### src/rtl/acs_scheduler.sv
// Viterbi trellis-step controller for a K=3, rate-1/2 code.
// One shared ACS evaluates one next-state per cycle over ping-pong metric banks.
module acs_scheduler #(
    parameter logic [2:0] G0          = 3'b111,
    parameter logic [2:0] G1          = 3'b101,
    parameter int unsigned NORM_THRESH = 128
) (
    input  logic        clk,
    input  logic        rst,
    input  logic        flush,
    input  logic        sym_valid,
    output logic        sym_ready,
    input  logic [1:0]  sym,
    output logic        dec_valid,
    input  logic        dec_ready,
    output logic [3:0]  dec_bits,
    output logic [3:0]  dec_mask,
    output logic [1:0]  best_state,
    output logic [31:0] pm_out
);

    typedef enum logic [1:0] {
        IDLE,
        RUN,
        COMMIT,
        OUT
    } state_e;

    localparam logic [7:0] THR = NORM_THRESH[7:0];

    state_e state_q, state_d;
    logic [1:0] idx_q, idx_d;
    logic [1:0] sym_q, sym_d;
    logic       bank_q, bank_d;
    logic [1:0][3:0][7:0] pm_q, pm_d;
    logic [1:0][3:0]      vld_q, vld_d;
    logic [3:0]  sel_q, sel_d;
    logic [3:0]  dec_bits_q, dec_bits_d;
    logic [3:0]  dec_mask_q, dec_mask_d;
    logic [1:0]  best_q, best_d;
    logic [31:0] pm_out_q, pm_out_d;

    logic       nb;
    logic [1:0] p0, p1;
    logic [1:0] bm0, bm1;
    logic       v0, v1;
    logic [8:0] sum0, sum1, acs_sum;
    logic       acs_sel, acs_v;

    logic [7:0]      min_v;
    logic            any_v, do_norm;
    logic [1:0]      best_v;
    logic [3:0][7:0] norm;

    function automatic logic [1:0] branch_metric(
        input logic       u,
        input logic [1:0] s,
        input logic [1:0] r
    );
        logic [2:0] reg3;
        logic [1:0] d;
        reg3 = {u, s};
        d = {^(G0 & reg3), ^(G1 & reg3)} ^ r;
        return {1'b0, d[1]} + {1'b0, d[0]};
    endfunction

    assign nb = ~bank_q;

    // Predecessors of next-state {n1,n0} are {n0,0} and {n0,1}; input bit is n1.
    always_comb begin
        p0   = {idx_q[0], 1'b0};
        p1   = {idx_q[0], 1'b1};
        bm0  = branch_metric(idx_q[1], p0, sym_q);
        bm1  = branch_metric(idx_q[1], p1, sym_q);
        v0   = vld_q[bank_q][p0];
        v1   = vld_q[bank_q][p1];
        sum0 = {1'b0, pm_q[bank_q][p0]} + {7'd0, bm0};
        sum1 = {1'b0, pm_q[bank_q][p1]} + {7'd0, bm1};
        if (v0 && v1) begin
            acs_sel = (sum1 < sum0);
        end else begin
            acs_sel = ~v0 & v1;
        end
        acs_sum = acs_sel ? sum1 : sum0;
        acs_v   = v0 | v1;
    end

    // Minimum search doubles as best-state pick: strict compare keeps lowest index.
    always_comb begin
        min_v  = '1;
        any_v  = 1'b0;
        best_v = 2'd0;
        for (int i = 0; i < 4; i++) begin
            if (vld_q[nb][i] && (!any_v || pm_q[nb][i] < min_v)) begin
                min_v  = pm_q[nb][i];
                any_v  = 1'b1;
                best_v = 2'(i);
            end
        end
        do_norm = any_v && (min_v >= THR);
        for (int i = 0; i < 4; i++) begin
            if (!vld_q[nb][i]) begin
                norm[i] = '0;
            end else if (do_norm) begin
                norm[i] = pm_q[nb][i] - THR;
            end else begin
                norm[i] = pm_q[nb][i];
            end
        end
    end

    always_comb begin
        state_d    = state_q;
        idx_d      = idx_q;
        sym_d      = sym_q;
        bank_d     = bank_q;
        pm_d       = pm_q;
        vld_d      = vld_q;
        sel_d      = sel_q;
        dec_bits_d = dec_bits_q;
        dec_mask_d = dec_mask_q;
        best_d     = best_q;
        pm_out_d   = pm_out_q;
        unique case (state_q)
            IDLE: begin
                if (sym_valid) begin
                    sym_d   = sym;
                    idx_d   = 2'd0;
                    state_d = RUN;
                end
            end
            RUN: begin
                pm_d[nb][idx_q]  = acs_sum[7:0];
                vld_d[nb][idx_q] = acs_v;
                sel_d[idx_q]     = acs_sel;
                idx_d            = idx_q + 2'd1;
                if (idx_q == 2'd3) begin
                    state_d = COMMIT;
                end
            end
            COMMIT: begin
                pm_d[nb]   = norm;
                bank_d     = nb;
                dec_bits_d = sel_q;
                dec_mask_d = vld_q[nb];
                best_d     = best_v;
                pm_out_d   = norm;
                state_d    = OUT;
            end
            OUT: begin
                if (dec_ready) begin
                    state_d = IDLE;
                end
            end
        endcase
    end

    always_ff @(posedge clk) begin
        if (rst || flush) begin
            state_q    <= IDLE;
            idx_q      <= 2'd0;
            sym_q      <= 2'd0;
            bank_q     <= 1'b0;
            pm_q       <= '0;
            vld_q      <= 8'b0000_0001;
            sel_q      <= 4'd0;
            dec_bits_q <= 4'd0;
            dec_mask_q <= 4'b0001;
            best_q     <= 2'd0;
            pm_out_q   <= 32'd0;
        end else begin
            state_q    <= state_d;
            idx_q      <= idx_d;
            sym_q      <= sym_d;
            bank_q     <= bank_d;
            pm_q       <= pm_d;
            vld_q      <= vld_d;
            sel_q      <= sel_d;
            dec_bits_q <= dec_bits_d;
            dec_mask_q <= dec_mask_d;
            best_q     <= best_d;
            pm_out_q   <= pm_out_d;
        end
    end

    assign sym_ready  = (state_q == IDLE);
    assign dec_valid  = (state_q == OUT);
    assign dec_bits   = dec_bits_q;
    assign dec_mask   = dec_mask_q;
    assign best_state = best_q;
    assign pm_out     = pm_out_q;

    a_no_overflow: assert property (@(posedge clk) disable iff (rst || flush)
        (state_q == RUN && acs_v) |-> !acs_sum[8]);

endmodule

### config.mk
export PLATFORM = sky130hd
export DESIGN_NAME = acs_scheduler
export DESIGN_NICKNAME = d
export VERILOG_FILES = /design/src/rtl/acs_scheduler.sv
export SDC_FILE = /design/constraint.sdc
export NUM_CORES = 1
export LEC_CHECK = 0
export BUFFER_PORTS_ARGS = -buffer_cell sky130_fd_sc_hd__buf_2
export CELL_PAD_IN_SITES_DETAIL_PLACEMENT = 0
export CELL_PAD_IN_SITES_GLOBAL_PLACEMENT = 1
export CORE_MARGIN = 2
export CORE_UTILIZATION = 48
export CTS_BUF_LIST = sky130_fd_sc_hd__clkbuf_4 sky130_fd_sc_hd__clkbuf_8
export DETAILED_ROUTE_END_ITERATION = 10
export PLACE_DENSITY = 0.94
export SETUP_SLACK_MARGIN = 0.1
export SLEW_MARGIN = 25
export SYNTH_ARGS = -nofsm -noshare
export SYNTH_HDL_FRONTEND = slang
export SYNTH_SLANG_ARGS = --single-unit
### constraint.sdc
create_clock -name clk -period 8.47 [get_ports clk]
set_clock_uncertainty 0.05 [all_clocks]
set_input_delay 1.2705 -clock clk [delete_from_list [all_inputs] [get_ports clk]]
set_output_delay 1.2705 -clock clk [all_outputs]
set_load 0.01 [all_outputs]
After elaboration in Yosys (flattened, before gate mapping)
Index checks and enable logic that the tools add are counted.
{ "word_totals": {"out_inout_bits": 44, "wordCells": 135, "regBits": 125} }
{ "op_classes": {"mux": 58, "magnitude_cmp": 12, "bitwise": 6, "eq_ne": 7, "n_addsub": 9, "n_reduce_logical": 24} }
{ "op_table": {"columns": ["operator", "count"], "rows": [
  ["two-way mux 32 bit", 6],
  ["two-way mux 8 bit", 18],
  ["bitwise mux 64 bit", 2],
  ["case mux 64 bit (2 select lines)", 1],
  ["demux 32 bit (select 1 bit)", 2],
  ["subtractor 8 bit (second input constant)", 4],
  ["less-than comparator 8 bit", 3],
  ["two-way mux 4 bit", 5],
  ["adder 8 x 2 -> 9 bit", 2],
  ["demux 8 bit (select 2 bit)", 1],
  ["two-way mux 2 bit", 6],
  ["XOR reduction 3 bit", 4],
  ["two-way mux 1 bit", 11],
  ["less-than comparator 2 x 3 -> 1 bit (second input constant)", 3],
  ["less-than comparator 9 bit", 1],
  ["bitwise mux 8 bit", 1],
  [">= comparator 8 bit (second input constant)", 1],
  ["case mux 2 bit (4 select lines)", 1],
  ["logical AND 1 bit", 7],
  ["== test 2 bit (second input constant)", 3],
  ["adder 1 x 1 -> 2 bit", 2],
  ["bitwise mux 4 bit", 1],
  ["demux 4 bit (select 1 bit)", 1],
  ["logical OR 1 bit", 4],
  ["18 further kinds", 26]
]} }

Depth between registers and ports, before layout
Gate-level depths: netlist (run 1).
{ "depth": {"word_depth": 22, "ltp_mapped": 35, "depth_no_buf": 27} }

Worst setup path after synthesis (run 1)
No wires, ideal clock.
{ "synth_path": {"kind": "reg2reg", "from": "reg bank_q", "to": "reg pm_q[47] (netlist bit)", "path_buffers": 9, "path_stages_with_launch": 35, "slack_ns": 1.688, "arrival_time_ns": 6.605, "cell_sequence": "dfxtp_1 buf_6 buf_6 buf_4 buf_4 buf_2 buf_1 mux2_2 nor2_1 ha_1 a211oi_1 o21ai_1 o21ai_0 nand3_1 clkbuf_1 nand2_1 o21ai_0 ha_1 a211oi_1 nor2_1 or3_1 a211oi_2 nor2_1 clkbuf_1 nand2_1 o21ai_0 ha_1 a2111oi_2 o221ai_1 a21oi_1 o21a_4 o211a_1 buf_2 nor3_1 or3_1"} }
{ "synth_between": {"elab_chain_cells": 21, "word_cells_on_any_way": 60, "cone_classes": "add/sub (3); order compare (7); mux (35); bitwise (3); reduce/logical (12)"} }
{ "synth_rtl": {"columns": ["item", "line_no", "rtl"], "rows": [
  ["start, declared", "34", "logic bank_q, bank_d;"],
  ["start signal, assigned", "175", "bank_q <= bank_d;"],
  ["two-way mux 32 bit (not written as such) or two-way mux 4 bit (tied branches) (2 in a row)", "94, 95", null],
  ["two-way mux 8 bit or two-way mux 1 bit (tied branches)", "94", "if (vld_q[nb][i] && (!any_v || pm_q[nb][i] < min_v)) begin"],
  ["less-than comparator 8 bit or logical NOT 1 bit (tied branches)", "94", null],
  ["logical OR 1 bit", "94", null],
  ["logical AND 1 bit", "94", null],
  ["two-way mux 8 bit or two-way mux 1 bit (tied branches)", "94", null],
  ["less-than comparator 8 bit or logical NOT 1 bit (tied branches)", "94", null],
  ["logical OR 1 bit", "94", null],
  ["[... 4 more ...]", null, null],
  ["logical AND 1 bit", "94", null],
  ["two-way mux 8 bit", "94", null],
  [">= comparator 8 bit", "100", "do_norm = any_v && (min_v >= THR);"],
  ["logical AND 1 bit", "100", null],
  ["two-way mux 8 bit", "104", "end else if (do_norm) begin"],
  ["two-way mux 8 bit", "102", "if (!vld_q[nb][i]) begin"],
  ["bitwise mux 64 bit", "142", "pm_d[nb] = norm;"],
  ["case mux 64 bit (2 select lines) *", "124", "unique case (state_q)"],
  ["end signal, assigned", "176", "pm_q <= pm_d;"],
  ["end, declared", "35", "logic [1:0][3:0][7:0] pm_q, pm_d;"]
]} }
Every way passes the cells marked *; elsewhere a longest branch is shown, timed or not. The select of a mux whose other input is x is not followed.
A chain may end at the register's enable or synchronous reset.

Worst setup path in the final report (run 1)
Same ends and word-level chain as after synthesis.

==> impl_metrics.yaml, run 1 <==
status:
  status: "finished clean"
clock_network:
  cts-hold-fix-buffers: 0
  cts_tree: "done"
  ctsResizeCount: 0
  cts.reportedPaths.clkPinSlew_ps: 80
  htreeDepth: 4
  cts_root_buf: "clkbuf_8"
  clock-sinks: 125
  max-clock-path-buffers: 2
  clkLatencyLatePin_ps: 460
  postCtsSetupRepairBufs: 0
  tritoncts.num_buffers: 17
critical_path:
  crit_slowest_cell: "dfxtp_4"
  worstPathRequired_ps: 8760
  max_stage_delay_ps: 940
  crit_cells: 24
  rr_worst_depth: 24
  worstSetupStartpointType: "flip-flop"
  r2r-end: "pm_q[47]"
  crit_start: "bank_q"
  cp.arrival_ps: 7690
  worst-path-buf-inv: 1
  crit_chain: "buf_4 > mux2_2 > ha_1 > a21oi_1 > o21ai_0 > nand2_1 > nand3_1 > o21ai_0 > ha_1 > a211oi_1 > nor2_1 > or3_1 > a211oi_2 > nor2_1 > nand2_1 > o21ai_0 > ha_1 > a2111oi_2 > o221ai_1 > a21oi_1 > o21a_4 > o211a_1 > nor3_1 > or3_1"
  reg2reg_slack_ps: 1070
  cp_top_family: "compound AO/OA/AOI/OAI gates"
  cp-endpoint: "pm_q[47]"
  endpoint_kind: "flip-flop"
  rr_startpoint: "bank_q"
  worstPathMaxFanout: 75
  worstSetupPathType: "reg -> reg"
logic_synthesis:
  yosysSeqAreaShare: 0.3291
  synth-edff-count: 0
  syn_nets: 973
  synth_ff_type: "dfxtp_1"
  async_flop_share: 0
  synth_area_um2: 7604
  avgSynthCellArea_um2: 8.220
  yosys.cell_types.count: 65
  yosysWarnings: 0
  ys_seq_elements: 125
  syn_inst: 925
job:
  max_cap_violations: 0
place:
  hpwl_mm: 16.43
  gp_congestion: 1.005
  place_inst: 1140
  io_buffers: 50
  place_area_um2: 7944
  pre_cts_slack_ps: 1212
power_and_ir_drop:
  p_seq_frac: 0.497
  p_sw_frac: 0.2465
  combinationalPowerShare: 0.052
  finalPower_mw: 1.190
  power_density_nw_per_um2: 142.5
  p_clk_frac: 0.452
  max-vdd-ir-drop_uv: 71.10
  power_leakage_nw: 3.171
  internal_power_mw: 0.8968
  p_switching_mw: 0.2934
floorplanning:
  io_pins: 51
  core-area_um2: 15660
  chipWidth_um: 129.9
  rows: 46
  die_h_um: 129.9
  dieArea_um2: 16860
  start_util: 0.4857
sta:
  relSlewSlack: 0.3111
  tightest_slew_ps: 1029
  fin_ws_ps: 1072
  fin_crit_ps: 7398
  whs_ps: 404.0
  rsz0062_at_grt: "no"
  report.final.slew_viol_count: 0
  setup_viol: 0
  hold_violations: 0
  fin_tns_setup_ps: 0
  fmax_mhz: 135.2
  period_share: 0.8735
final_layout:
  syn2layout_area_growth_pct: 9.840
  stdcell_count: 1172
  layout-drive-gt1-share: 0.1663
  num_antenna_cells: 0
  fin_area_um2: 8352
  post-route-util: 0.5335
  num-nets-final: 991
detailed_routing:
  drt-pass1-iter-count: 4
  routed_via_density: 6.048
  first_iter_violations: 678
  wire_per_inst_um: 19.40
  via_count: 7088
  ant_nets: 0
  wl_mm: 22.73
  drc_errors: 0
global_routing:
  busiest_layer: "met2"
  overflow: 0
  grt_start_max_net_pins: 76
  track_usage: 0.2776
  grt_use_met1: 0.3692
  grtUsageMet2: 0.4312
  antenna_found_initial: 0
  grt_pass1_vias: 6461
  grtUsageMet3: 0.06929
  grt_pass1_wl_mm: 35.60
min_path:
  holdPathStages: 2
  hp-class: "reg -> reg"
[power by group through the flow]
| stage | clock, mW | sequential (mW) | combinational (mW) |
|---|---|---|---|
| global route | 0.563 | 0.591 | 0.0676 |
| global placement | 0 | 0.604 | 0.0606 |
| floorplan | 0 | 0.603 | 0.0451 |
| detailed placement | 0 | 0.604 | 0.0611 |
| finish | 0.537 | 0.591 | 0.0618 |
| CTS | 0.539 | 0.591 | 0.0611 |
[layer usage]
metal | up-vias | routed length, um
li1 | 3401 | -
met1 | 3308 | 9546
met2 | 332 | 10380
met3 | 47 | 2018
met4 | 0 | 792
met5 | - | 0
[cell type report]
class | count | area [um^2]
inverter | 25 | 93.84
tap | 216 | 270.3
fill | 1537 | 7303
sequential | 125 | 2506
clock inverter | 10 | 112.6
clock buffer | 22 | 290.3
timing repair buffer | 60 | 325.3
multi-input combinational | 714 | 4753
[flip-flops by register name, summed over array words and instances (netlist names)]
signal and flops:
sel_q 4, idx_q 2, best_state 2, vld_q 8, state_q 2, dec_mask 4, bank_q 1, pm_q 64
pm_out 32, sym_q 2, dec_bits 4
[placed cells by master (no fill, tap or decap), drive strengths merged, types with 9 or more instances in the layout]
cell type / instances
a21oi: 86
a22oi: 17
a31oi: 25
and3: 12
buf: 60
clkbuf: 22
dfxtp: 125
ha: 39
inv: 26
mux2: 31
mux2i: 19
mux4: 18
nand2: 127
nand3: 59
nand4: 10
nor2: 86
o21ai: 60
xor2: 9
[cells in the mapped netlist, drive strengths merged (8+ instances only)]
master	n	area [um^2]
nor3	8	40.04
a31oi	25	156.4
mux2i	19	202.7
xor2	9	78.83
or3	8	50.05
inv	25	93.84
nand4	10	62.56
ha	39	488.0
clkbuf	40	150.1
nand2	127	476.7
buf	21	116.4
mux2	31	352.8
dfxtp	125	2502
a22oi	17	141.4
o21ai	60	304.0
nand3	59	295.3
mux4	18	405.4
and3	12	75.07
a21oi	86	430.4
nor2	86	322.8
[worst min path at each step]
stage,from,end
after floorplan,sym_q[0],sym_q[0]
after global placement,pm_out[25],pm_out[25]
after detailed placement,pm_out[25],pm_out[25]
after CTS,pm_out[25],pm_out[25]
after global routing,pm_out[11],pm_out[11]
final,pm_out[25],pm_out[25]
[logic make-up (layout without fill, tap and decap cells)]
kind of cell             count (synthesis)  count (layout)  synth area share
XOR/XNOR                                14              14           0.01613
adder cells (fa/ha/maj)                 41              41           0.06944
AND/OR/NAND/NOR                        334             334            0.1952
AO/OA/AOI/OAI                          257             257            0.2164
flip-flops                             125             125            0.3291
buffers and inverters                   86             117           0.04739
multiplexers                            68              68            0.1264
[worst register-to-register path, cell delays in order (launching register included)]
cell       delay, ps
dfxtp_4          940
buf_4            370
mux2_2           390
ha_1             320
a21oi_1          120
o21ai_0          160
nand2_1          100
nand3_1          370
o21ai_0          510
ha_1             330
a211oi_1         230
nor2_1            90
or3_1            350
a211oi_2         290
nor2_1           260
nand2_1          110
o21ai_0          100
ha_1             340
a2111oi_2        450
o221ai_1         190
a21oi_1          230
o21a_4           220
o211a_1          320
nor3_1            80
or3_1            350
Power figures use the tool's default switching activity.
==> run 2, diff against run 1 <==
Settings changed: CORE_UTILIZATION 48 to 50, GPL_TIMING_DRIVEN set to 0, PLACE_DENSITY 0.94 to 0.95.
Clock period 8.47 ns to 9.17 ns, I/O delays scaled along.
==> impl_metrics.yaml, run 2 (synthesis results as in run 1) <==
critical_path:
  rr_worst_depth: 34
  crit_slowest_cell: "buf_1"
  r2r-end: "pm_q[47]"
  rr_startpoint: "bank_q"
  max_stage_delay_ps: 580
  endpoint_kind: "flip-flop"
  cp.arrival_ps: 8830
  worstPathRequired_ps: 9460
  worstSetupStartpointType: "flip-flop"
  reg2reg_slack_ps: 640
  worstPathMaxFanout: 10
  worstSetupPathType: "reg -> reg"
sta:
  whs_ps: 403.2
  rsz0062_at_grt: "no"
  fmax_mhz: 117.2
  relSlewSlack: 0.2311
  fin_ws_ps: 637.0
  period_share: 0.9305
  hold_violations: 0
  fin_tns_setup_ps: 0
  fin_crit_ps: 8533
  setup_viol: 0
  report.final.slew_viol_count: 0
  tightest_slew_ps: 1121
final_layout:
  max_flop_register: "pm_q"
  syn2layout_area_growth_pct: 11.98
  post-route-util: 0.5664
  ff_latch_area_um2: 2502
  multi_input_area_um2: 4741
  largest_reg_flops: 64
  stdcell_count: 1194
  num_antenna_cells: 0
  final_common_cell: "nand2_1"
  fill_cells: 1410
  num-nets-final: 1042
  fin_area_um2: 8514
  layout-drive-gt1-share: 0.1521
  final_cell_mix: "nand2_1 (127), dfxtp_1 (125), a21oi_1 (86), nor2_1 (86), nand3_1 (59)"
power_and_ir_drop:
  finalPower_mw: 1.143
  power_leakage_nw: 3.239
  power_density_nw_per_um2: 134.3
  max-vdd-ir-drop_uv: 77.36
clock_network:
  cts.reportedPaths.clkPinSlew_ps: 70
  tritoncts.num_buffers: 17
  cts-hold-fix-buffers: 0
  max-clock-path-buffers: 2
  clkLatencyLatePin_ps: 470
  ctsResizeCount: 0
  htreeDepth: 4
  cts_root_buf: "clkbuf_8"
  clock-sinks: 125
  cts_tree: "done"
  postCtsSetupRepairBufs: 0
floorplanning:
  io_pins: 51
  start_util: 0.5058
  core-area_um2: 15030
  rows: 45
  dieArea_um2: 16210
  chipWidth_um: 127.3
  die_h_um: 127.3
global_routing:
  grt_pass1_vias: 7117
  grt_pass1_wl_mm: 40.29
  overflow: 0
  antenna_found_initial: 0
  track_usage: 0.3274
  grt_start_max_net_pins: 17
job:
  max_cap_violations: 0
place:
  io_buffers: 50
  pre_cts_slack_ps: 942.2
  hpwl_mm: 19.65
  place_area_um2: 8089
  gp_congestion: 0.9835
  place_inst: 1163
min_path:
  min-delay-start: "pm_out[25]"
  min_to: "pm_out[25]"
  hp-class: "reg -> reg"
  holdPathStages: 2
detailed_routing:
  via_count: 7640
  drt-pass1-iter-count: 6
  routed_via_density: 6.399
  first_iter_violations: 875
  drc_errors: 0
  wl_mm: 26.25
  wire_per_inst_um: 21.98
  ant_nets: 0
status:
  status: "finished clean"
==> run 2: changes by cell type in the layout (fill, tap and decap cells not counted), sizes merged <==
cell      before  now
buf           60   71
bufinv         2    4
clkbuf        22   59
clkinvlp       3    4
inv           26   25
==> run 2: worst max-delay path: cells and delay by family, from the launching register on <==
kind	cells	cell delay, ps
AO/OA/AOI/OAI	12	2500
buffers and inverters	9	2490
AND/OR/NAND/NOR	9	1660
adder cells (fa/ha/maj)	3	900
multiplexers	1	470
flip-flops	1	330
==> run 2: cell type report <==
type,instances,share of cell area
clock buffers,19,0.02998
clock inverters,12,0.01999
flip-flops and latches,125,0.2939
inverters,25,0.01102
multi-input cells,714,0.5568
plain buffers,61,0.03130
repair buffers,50,0.02939
well taps,188,0.02763
==> run 2: power breakdown <==
| part | total (mW) | switching, mW | internal (mW) |
|---|---|---|---|
| Sequential | 0.545 | 0.00153 | 0.544 |
| Combinational | 0.0653 | 0.0472 | 0.0182 |
| Clock | 0.533 | 0.231 | 0.302 |
| Total | 1.14 | 0.279 | 0.864 |
==> run 2: how the worst max path moves through the flow <==
stage,start,cells after the start,end,slack [ps]
floorplan,bank_q,34,pm_q[47],2390
global placement,bank_q,34,pm_q[47],970
detailed placement,bank_q,34,pm_q[47],940
CTS,bank_q,34,pm_q[47],860
global route,bank_q,33,pm_q[7],130
finish,bank_q,34,pm_q[47],640
==> run 2: routing by layer <==
| metal | vias to the layer above | part of all wire | global-route usage |
|---|---|---|---|
| li1 | 3503 | - | - |
| met1 | 3542 | 0.40 | 0.4302 |
| met2 | 501 | 0.45 | 0.5090 |
| met3 | 94 | 0.11 | 0.08375 |
| met4 | 0 | 0.041 | 0.1493 |
| met5 | - | 0 | 0 |
==> run 3, diff against run 2 <==
Settings changed: GPL_TIMING_DRIVEN 0 to not set.
==> impl_metrics.yaml, run 3 (synthesis results as in run 1) <==
final_layout:
  post-route-util: 0.5532
  stdcell_count: 1141
  max_flop_register: "pm_q"
  layout-drive-gt1-share: 0.1637
  largest_reg_flops: 64
  fin_area_um2: 8317
  fill_cells: 1430
  final_common_cell: "nand2_1"
  final_cell_mix: "nand2_1 (127), dfxtp_1 (124), a21oi_1 (86), nor2_1 (83), nand3_1 (59)"
  num-nets-final: 989
  syn2layout_area_growth_pct: 9.380
  num_antenna_cells: 0
sta:
  report.final.slew_viol_count: 0
  hold_violations: 0
  period_share: 0.8260
  rsz0062_at_grt: "no"
  tightest_slew_ps: 1106
  fmax_mhz: 132.0
  whs_ps: 407.0
  relSlewSlack: 0.2603
  fin_tns_setup_ps: 0
  fin_crit_ps: 7575
  fin_ws_ps: 1595
  setup_viol: 0
place:
  gp_congestion: 0.9624
  hpwl_mm: 16.47
  place_inst: 1110
  io_buffers: 50
  pre_cts_slack_ps: 1857
  place_area_um2: 7906
status:
  status: "finished clean"
clock_network:
  cts_root_buf: "clkbuf_8"
  ctsResizeCount: 0
  cts.reportedPaths.clkPinSlew_ps: 80
  cts-hold-fix-buffers: 0
  postCtsSetupRepairBufs: 0
  cts_tree: "done"
  clkLatencyLatePin_ps: 470
  tritoncts.num_buffers: 17
  htreeDepth: 4
  max-clock-path-buffers: 2
  clock-sinks: 125
critical_path:
  cp_top_family: "compound AO/OA/AOI/OAI gates"
  cp.arrival_ps: 7940
  worst-path-buf-inv: 1
  crit_chain: "buf_4 > mux2_2 > nor2_1 > ha_1 > nor3b_1 > o21ai_0 > nand3_1 > o21ai_0 > ha_1 > a211oi_1 > nor2_1 > or3_1 > a211oi_2 > nor2_1 > nand2_1 > o21ai_0 > ha_1 > a2111oi_2 > o221ai_1 > a21oi_1 > o21a_4 > o211ai_2 > a2111oi_1 > or3_1"
  worstPathRequired_ps: 9530
  endpoint_kind: "flip-flop"
  worstSetupPathType: "reg -> reg"
  max_stage_delay_ps: 910
  worstSetupStartpointType: "flip-flop"
  crit_slowest_cell: "dfxtp_4"
  worstPathMaxFanout: 72
global_routing:
  busiest_layer: "met2"
  grt_pass1_vias: 6674
  antenna_found_initial: 0
  track_usage: 0.2878
  grt_pass1_wl_mm: 36.23
  grt_start_max_net_pins: 73
  grt_use_met1: 0.3739
  grtUsageMet3: 0.07580
  overflow: 0
  grtUsageMet2: 0.4501
detailed_routing:
  drc_errors: 0
  first_iter_violations: 733
  ant_nets: 0
  drt-pass1-iter-count: 5
  wire_per_inst_um: 20.17
  routed_via_density: 6.316
  via_count: 7207
  wl_mm: 23.01
floorplanning:
  die_h_um: 127.3
  core-area_um2: 15030
  rows: 45
  io_pins: 51
  start_util: 0.5058
  chipWidth_um: 127.3
  dieArea_um2: 16210
min_path:
  hp-class: "reg -> reg"
power_and_ir_drop:
  power_density_nw_per_um2: 134.0
  power_leakage_nw: 3.171
  finalPower_mw: 1.114
  max-vdd-ir-drop_uv: 84.18
job:
  max_cap_violations: 0
-- run 3: worst register-to-register path, stage by stage, from the launching register on --
cell and delay (ps):
dfxtp_4 910, buf_4 420, mux2_2 400, nor2_1 140
ha_1 260, nor3b_1 150, o21ai_0 210, nand3_1 400
o21ai_0 490, ha_1 330, a211oi_1 210, nor2_1 100
or3_1 340, a211oi_2 290, nor2_1 270, nand2_1 130
o21ai_0 100, ha_1 350, a2111oi_2 460, o221ai_1 220
a21oi_1 210, o21a_4 210, o211ai_2 200, a2111oi_1 500
or3_1 170
-- run 3: final timing paths --
path	from	to	cells past startpoint	slack [ps]
setup / recovery	bank_q	pm_q[15]	24	1600
hold / removal	pm_out[25]	pm_out[25]	2	410
setup reg to reg	bank_q	pm_q[15]	24	1600
hold reg to reg	pm_out[25]	pm_out[25]	2	410
-- run 3: final cells by class --
cell class | instances | area, um^2 | share of cell area
well taps | 188 | 235.2 | 0.02828
multi-input cells | 714 | 4753 | 0.5715
inverters | 25 | 93.84 | 0.01128
repair buffers | 58 | 322.8 | 0.03881
clock inverters | 12 | 143.9 | 0.01730
flip-flops and latches | 125 | 2506 | 0.3013
clock buffers | 19 | 261.5 | 0.03144
-- run 3: routing by layer --
metal	part of all wire	up-vias	routed length (um)
met4	0.039	0	890
met1	0.42	3413	9774
met5	0	-	0
met3	0.083	72	1921
met2	0.45	325	10420
li1	-	3397	-
-- run 3: power breakdown --
group / switching (mW) / leakage [nW] / internal (mW) / total (mW)
clock network: 0.231 / 0.207 / 0.279 / 0.510
logic: 0.0406 / 1.96 / 0.0176 / 0.0582
registers: 0.00233 / 1.01 / 0.543 / 0.546
total: 0.274 / 3.17 / 0.840 / 1.11
